File: src/rtl/ip_packet_rx.sv
// ip_packet_rx: parses fixed 34-byte Ethernet/IPv4 frames from the MAC byte stream and hands
// accepted messages to the accelerator core; rejected frames are drained and counted.
// Ports:
//   ACLK, ARESET (async, active-low)
//   ACCELERATOR_IP_ADDRESS / ACCELERATOR_MAC_ADDRESS : local addresses, static out of reset
//   MAC_DATA_IN/VALID/FIRST/LAST in, MAC_DATA_READY out : inbound byte stream
//   SENDER_IP_ADDRESS, SENDER_MAC_ADDRESS, RECEIVED_MESSAGE, MESSAGE_VALID out,
//   MESSAGE_ACCEPT in : result handshake
//   DROP_COUNT out : saturating count of discarded frames
module ip_packet_rx #(
    parameter int AXI_S_DATA_WIDTH = 8,
    parameter int IP_ADDR_WIDTH    = 32,
    parameter int MAC_ADDR_WIDTH   = 48,
    parameter int ACCEL_DATA_WIDTH = 10
) (
    input  logic                        ACLK,
    input  logic                        ARESET,
    input  logic [IP_ADDR_WIDTH-1:0]    ACCELERATOR_IP_ADDRESS,
    input  logic [MAC_ADDR_WIDTH-1:0]   ACCELERATOR_MAC_ADDRESS,
    input  logic [AXI_S_DATA_WIDTH-1:0] MAC_DATA_IN,
    input  logic                        MAC_DATA_VALID,
    input  logic                        MAC_DATA_FIRST,
    input  logic                        MAC_DATA_LAST,
    output logic                        MAC_DATA_READY,
    output logic [IP_ADDR_WIDTH-1:0]    SENDER_IP_ADDRESS,
    output logic [MAC_ADDR_WIDTH-1:0]   SENDER_MAC_ADDRESS,
    output logic [ACCEL_DATA_WIDTH-1:0] RECEIVED_MESSAGE,
    output logic                        MESSAGE_VALID,
    input  logic                        MESSAGE_ACCEPT,
    output logic [15:0]                 DROP_COUNT
);
    typedef enum logic [2:0] {IDLE, RECV_ETH_HDR, RECV_IP_HDR, RECV_USER_DATA, HOLD_RESULT} state_t;
    state_t      state_q, state_d;
    logic [5:0]  idx_q, idx_d, cur_idx, nxt_idx, mac_sh;
    logic [4:0]  ip_sh;
    logic        beat, start, abort, deliver, term_drop;
    logic        uc_q, uc_d, uc_n, bc_q, bc_d, bc_n, bad_q, bad_d, bad_n;
    logic [15:0] acc_q, acc_d, acc_b, acc_new, word;
    logic [16:0] sum17, drop_sum;
    logic [7:0]  b, hi_q, hi_d, mac_byte, ip_byte;
    logic [47:0] smac_q, smac_d, omac_q, omac_d;
    logic [31:0] sip_q, sip_d, oip_q, oip_d;
    logic [1:0]  mhi_q, mhi_d;
    logic [9:0]  omsg_q, omsg_d;
    logic [15:0] drop_q, drop_d;
    logic        ready_q, valid_q, valid_d;
    assign b         = MAC_DATA_IN;
    assign beat      = MAC_DATA_VALID & ready_q;
    // A beat in IDLE, or a FIRST beat mid-frame, starts a fresh frame at byte 0.
    assign start     = beat & ((state_q == IDLE) | MAC_DATA_FIRST);
    assign abort     = beat & MAC_DATA_FIRST & (state_q != IDLE);
    assign cur_idx   = start ? 6'd0 : idx_q;
    assign nxt_idx   = (cur_idx == 6'd63) ? 6'd63 : cur_idx + 6'd1;
    assign mac_sh    = 6'd40 - {cur_idx[2:0], 3'b000};
    assign mac_byte  = 8'(ACCELERATOR_MAC_ADDRESS >> mac_sh);
    assign ip_sh     = 5'd24 - {cur_idx[1:0], 3'b000};
    assign ip_byte   = 8'(ACCELERATOR_IP_ADDRESS >> ip_sh);
    // Header checksum: each odd byte completes a big-endian word with the previous byte.
    assign acc_b     = start ? 16'd0 : acc_q;
    assign word      = {hi_q, b};
    assign sum17     = {1'b0, acc_b} + {1'b0, word};
    assign acc_new   = sum17[15:0] + {15'd0, sum17[16]};
    // Destination MAC must match either the local address or broadcast; track both misses.
    assign uc_n      = (~start & uc_q) | (cur_idx < 6'd6 && b != mac_byte);
    assign bc_n      = (~start & bc_q) | (cur_idx < 6'd6 && b != 8'hFF);
    assign bad_n     = (~start & bad_q)
                     | (cur_idx == 6'd12 && b != 8'h45)
                     | (cur_idx == 6'd14 && b != 8'h00)
                     | (cur_idx == 6'd15 && b != 8'h16)
                     | (cur_idx >= 6'd28 && cur_idx <= 6'd31 && b != ip_byte)
                     | (cur_idx == 6'd31 && acc_new != 16'hFFFF);
    assign deliver   = beat & MAC_DATA_LAST & (cur_idx == 6'd33) & ~bad_n & ~(uc_n & bc_n);
    assign term_drop = beat & MAC_DATA_LAST & ~deliver;
    assign drop_sum  = {1'b0, drop_q} + {16'd0, abort} + {16'd0, term_drop};
    always_comb begin
        state_d = state_q;
        idx_d   = idx_q;
        uc_d    = uc_q;
        bc_d    = bc_q;
        bad_d   = bad_q;
        acc_d   = acc_q;
        hi_d    = hi_q;
        smac_d  = smac_q;
        sip_d   = sip_q;
        mhi_d   = mhi_q;
        valid_d = valid_q;
        oip_d   = oip_q;
        omac_d  = omac_q;
        omsg_d  = omsg_q;
        drop_d  = drop_sum[16] ? 16'hFFFF : drop_sum[15:0];
        if (beat) begin
            uc_d    = uc_n;
            bc_d    = bc_n;
            bad_d   = bad_n;
            hi_d    = b;
            acc_d   = (cur_idx >= 6'd13 && cur_idx <= 6'd31 && cur_idx[0]) ? acc_new : acc_b;
            smac_d  = (cur_idx >= 6'd6 && cur_idx <= 6'd11) ? {smac_q[39:0], b} : smac_q;
            sip_d   = (cur_idx >= 6'd24 && cur_idx <= 6'd27) ? {sip_q[23:0], b} : sip_q;
            mhi_d   = (cur_idx == 6'd32) ? b[1:0] : mhi_q;
            idx_d   = MAC_DATA_LAST ? 6'd0 : nxt_idx;
            state_d = MAC_DATA_LAST ? (deliver ? HOLD_RESULT : IDLE)
                    : nxt_idx < 6'd12 ? RECV_ETH_HDR
                    : nxt_idx < 6'd32 ? RECV_IP_HDR : RECV_USER_DATA;
        end
        if (deliver) begin
            valid_d = 1'b1;
            oip_d   = sip_q;
            omac_d  = smac_q;
            omsg_d  = {mhi_q, b};
        end
        if (state_q == HOLD_RESULT && MESSAGE_ACCEPT) begin
            state_d = IDLE;
            valid_d = 1'b0;
        end
    end
    always_ff @(posedge ACLK or negedge ARESET) begin
        if (!ARESET) begin
            state_q <= IDLE;
            idx_q   <= '0;
            uc_q    <= 1'b0;
            bc_q    <= 1'b0;
            bad_q   <= 1'b0;
            acc_q   <= '0;
            hi_q    <= '0;
            smac_q  <= '0;
            sip_q   <= '0;
            mhi_q   <= '0;
            valid_q <= 1'b0;
            oip_q   <= '0;
            omac_q  <= '0;
            omsg_q  <= '0;
            drop_q  <= '0;
            ready_q <= 1'b0;
        end else begin
            state_q <= state_d;
            idx_q   <= idx_d;
            uc_q    <= uc_d;
            bc_q    <= bc_d;
            bad_q   <= bad_d;
            acc_q   <= acc_d;
            hi_q    <= hi_d;
            smac_q  <= smac_d;
            sip_q   <= sip_d;
            mhi_q   <= mhi_d;
            valid_q <= valid_d;
            oip_q   <= oip_d;
            omac_q  <= omac_d;
            omsg_q  <= omsg_d;
            drop_q  <= drop_d;
            ready_q <= (state_d != HOLD_RESULT);
        end
    end
    assign MAC_DATA_READY     = ready_q;
    assign MESSAGE_VALID      = valid_q;
    assign SENDER_IP_ADDRESS  = oip_q;
    assign SENDER_MAC_ADDRESS = omac_q;
    assign RECEIVED_MESSAGE   = omsg_q;
    assign DROP_COUNT         = drop_q;
endmodule

File: config.mk
export PLATFORM = sky130hd
export DESIGN_NAME = ip_packet_rx
export DESIGN_NICKNAME = d
export VERILOG_FILES = /design/src/rtl/ip_packet_rx.sv
export SDC_FILE = /design/constraint.sdc
export NUM_CORES = 1
export LEC_CHECK = 0
export CAP_MARGIN = 20
export CELL_PAD_IN_SITES_DETAIL_PLACEMENT = 0
export CELL_PAD_IN_SITES_GLOBAL_PLACEMENT = 1
export CORE_MARGIN = 2
export CORE_UTILIZATION = 35
export CTS_CLUSTER_DIAMETER = 60
export DETAILED_ROUTE_END_ITERATION = 8
export PLACE_DENSITY = 0.72
export SLEW_MARGIN = 15
export SYNTH_ARGS = -nofsm -noshare
export SYNTH_HDL_FRONTEND = slang
export SYNTH_SLANG_ARGS = --single-unit
export TNS_END_PERCENT = 50
File: constraint.sdc
create_clock -name ACLK -period 4.9 [get_ports ACLK]
set_input_delay 0.98 -clock ACLK [delete_from_list [all_inputs] [get_ports ACLK]]
set_output_delay 0.98 -clock ACLK [all_outputs]
set_load 0.01 [all_outputs]
==> summary.txt, run 1 <==
Final layout
  • Layout filler cell count: about 3k
  • Layout cells sized above 1: a little over a fifth
  • Area Overhead vs Synth: 34.2%
  • Antenna Cells: 0
  • Net count reported at finish: approximately 1.4k

Setup path
  • Max incr delay on CP: ~0.53 ns
  • Crit end category: flip-flop
  • CP Cell Sequence: clkdlybuf4s50_1 > o21ai_4 > buf_4 > buf_12 > and2_1 > ha_1 > a21o_1 > a21o_1 > a21oi_2 > nand2_1 > a21boi_1 > o21bai_1 > a21o_1 > a21o_1 > ha_4 > and3_1 > buf_4 > nand3_1 > nor2_1 > or4b_1 > o41ai_2 > o211ai_1 > a21o_1
  • CP max FO: 7
  • Critical path required time: 5.31 ns
  • Worst Path Arrival: roughly 5.1 ns
  • Crit path top cell by count: a21o_1
  • Critical path class: in2reg
  • Startpoint Class: input port
  • Slowest cell on crit path: clkdlybuf4s50_1

Clock tree
  • H-tree depth: 1
  • Clock Latency Late Sink: roughly 0.52 ns
  • Clock root buffer: clkbuf_16
  • Hold_buf cts: 0
  • CTS buffer count: 25
  • CTS clk-pin slew, worst paths: approximately 0.060 ns
  • Longest Clk Path Bufs: 3
  • CTS tree: done
  • Clock sink count: ~230

STA
  • Endpoints failing setup: 0
  • Fin. Hold Viols: 0
  • FMAX: between 200 and 250 MHz
  • Hold Worst Slack: ~0.31 ns
  • Slew Viols, Final: 0
  • Max-slew headroom: 43.3%
  • Least-Margin Pin Slew: 0.851 ns
  • Unrepaired setup endpoints after global routing: false
  • Final worst-path cycle share: between 90% and 100%
  • Fin Setup TNS: 0 ns
  • Tmin final: 4.72 ns
  • Clock skew: around 0.022 ns

Floorplan
  • I/O pin count: approximately 200
  • Effective utilization at floorplan: ~36%
  • Core ar.: 32500 um^2
  • Die area: approximately 35000 um^2
  • Cell row count: 66
  • Die X-Extent: between 150 and 200 um
  • Die H: ~190 um

Placed design
  • Buffers on Ports: 201
  • GP Congestion: ~0.9
  • HPWL after DPL: about 22 mm

Flow run
  • Max Cap Violations: 0

Logic synthesis
  • Flops & latches, synth: ~230
  • Synth Instances: ~1.0k
  • Post-synthesis sequential area ratio: between 40 and 50%
  • Top FF cell, synth: dfrtp_1
  • Synth Warn #: 0
  • Syn nets: about 1.2k
  • Synthesized cell area: between 10000 and 15000 um^2
  • Number of synthesized flops with an enable pin: 0
  • Async SR Flop Fraction: 100%
  • Synthesized area per cell: roughly 11 um^2
  • Distinct cells, synth: approximately 80

Global routing
  • GRT overflow: 0
  • First-pass GRT wire length: 48.4 mm
  • GRT Total Usage: 17.6%
  • Largest net degree at the start of global routing: 130
  • Antenna violations before repair: 1
  • Vias in the first global route: approximately 8.9k

Route
  • DRT iter0 DRCs: around 500
  • DRT Pass-1 Iters: 5
  • DR vias: about 9k
  • Wirelength per Cell: 17.2 um
  • Via density per instance: 5.03
  • Drc violations: 0
  • Final ANT Viol Nets: 0
  • Drt total wl: 30.2 mm

Power and ir drop
  • Leak Pwr: 7.37 nW
  • Max IR drop VDD: 0.180 mV
  • Pwr dens: ~280 nW/um^2

Status
  • Status: complete, no violations

Min path
  • Min-delay worst type: in2async
-- cells by family after synthesis --
kind of cell / share of synthesized area [%]
mux: 18.1
flops: 48.9
fa+ha+maj: 2.94
simple gates: 12.4
buf+inv: 2.79
compound gates: 11.2
xor+xnor: 3.71
-- layout by cell type, fill, tap and decap left out, drive strengths merged, types with 27 or more instances in the layout --
cell           count
dfrtp            226
clkdlybuf4s50    199
mux2             171
buf               99
nand2             98
o21ai             48
a21oi             45
clkbuf            36
nor2              33
nand3             29
xnor2             27
-- cells in the mapped netlist, types with 11 or more instances --
cell type	n	share of area [%]
buf_2	14	0.61
and3_1	24	1.3
nor2b_1	17	0.92
mux2_1	67	6.5
o21ai_0	34	1.5
xnor2_1	27	2.0
a31oi_1	20	1.1
nand3_1	29	1.3
a21oi_1	44	1.9
nor3_1	11	0.48
mux2i_1	17	1.5
nand2_1	97	3.1
nor2_1	32	1.0
clkbuf_1	40	1.3
and2_1	21	1.1
dfrtp_1	226	49
xor2_1	22	1.7
o21ai_1	13	0.56
nand4_1	12	0.65
ha_1	24	2.6
mux2_2	104	10
inv_1	14	0.45
-- timing repair --
item,CTS,global route
buffers inserted,0,1
setup endpoints to repair,0,1
gates resized for setup,0,5
-- layout make-up --
type / count / area, um^2 / area share, %
timing repair buffer: 299 / 2790 / 18.0
inverter: 15 / 56.3 / 0.362
sequential: 226 / 5660 / 36.4
clock buffer: 36 / 707 / 4.55
clock inverter: 5 / 63.8 / 0.411
multi-input combinational: 736 / 5710 / 36.7
tap: 442 / 553 / 3.56
-- metrics by stage --
step	setup slack, ns	area, um^2	std cells	util (%)	total power [mW]
finish	0.182	15500	1759	47.7	4.30
CTS	0.0420	15500	1758	47.7	4.36
global route	0.00443	15500	1759	47.7	4.50
global placement	-0.382	14700	1717	45.3	2.55
floorplan	-0.337	11700	1040	-	2.26
detailed placement	-0.501	14700	1717	45.3	2.56
-- worst max-delay path, delay by kind of cell --
| family | cells | cell delay, ns |
|---|---|---|
| buf+inv | 4 | 0.96 |
| compound gates | 11 | 1.57 |
| fa+ha+maj | 2 | 0.46 |
| simple gates | 6 | 1.13 |
-- sequential cells by signal, indices dropped and copies added (netlist names), 2 cells and up --
| register | count |
|---|---|
| smac_q | 48 |
| hi_q | 8 |
| mhi_q | 2 |
| DROP_COUNT | 16 |
| SENDER_IP_ADDRESS | 32 |
| sip_q | 32 |
| SENDER_MAC_ADDRESS | 48 |
| RECEIVED_MESSAGE | 10 |
| idx_q | 6 |
| state_q | 3 |
| acc_q | 16 |
-- path summary, 6_finish.rpt --
check / endpoint / cells past startpoint / from / slack [ns]
worst min-delay path: sip_q[29] / 1 / ARESET / 0.31
min in group ACLK: SENDER_IP_ADDRESS[26] / 1 / sip_q[26] / 0.48
max in group asynchronous: idx_q[2] / 2 / ARESET / 3.43
worst max-delay path: bad_q / 23 / MAC_DATA_FIRST / 0.18
worst max register to register: bad_q / 23 / state_q[0] / 0.37
worst min register to register: SENDER_IP_ADDRESS[26] / 1 / sip_q[26] / 0.48
-- layer usage --
metal	track usage, %	up-vias	wire [um]
li1	-	4263	-
met1	25.1	4308	14400
met2	28.3	243	13600
met3	2.72	37	1680
met4	3.72	0	496
met5	0	-	0
-- power breakdown --
part	switching, mW	internal [mW]	total (mW)
Sequential	0.0363	1.90	1.94
Combinational	0.298	0.281	0.578
Clock	0.733	1.05	1.78
Total	1.07	3.23	4.30
Note: power is estimated with default switching activity, not from simulation.
==> run 2, diff against run 1 <==
--- a/config.mk
+++ b/config.mk
@@ -12,6 +12,7 @@
 export CORE_UTILIZATION = 35
 export CTS_CLUSTER_DIAMETER = 60
 export DETAILED_ROUTE_END_ITERATION = 8
+export GPL_TIMING_DRIVEN = 1
 export PLACE_DENSITY = 0.72
 export SLEW_MARGIN = 15
 export SYNTH_ARGS = -nofsm -noshare
==> results of run 2 <==
Final layout, timing and power as in run 1 (identical DEF).
==> run 3, diff against run 2 <==
--- a/config.mk
+++ b/config.mk
@@ -14,7 +14,7 @@
 export DETAILED_ROUTE_END_ITERATION = 8
 export GPL_TIMING_DRIVEN = 1
 export PLACE_DENSITY = 0.72
-export SLEW_MARGIN = 15
+export SLEW_MARGIN = 20
 export SYNTH_ARGS = -nofsm -noshare
 export SYNTH_HDL_FRONTEND = slang
 export SYNTH_SLANG_ARGS = --single-unit
==> results of run 3 <==
Final layout, timing and power as in run 1 (identical DEF).
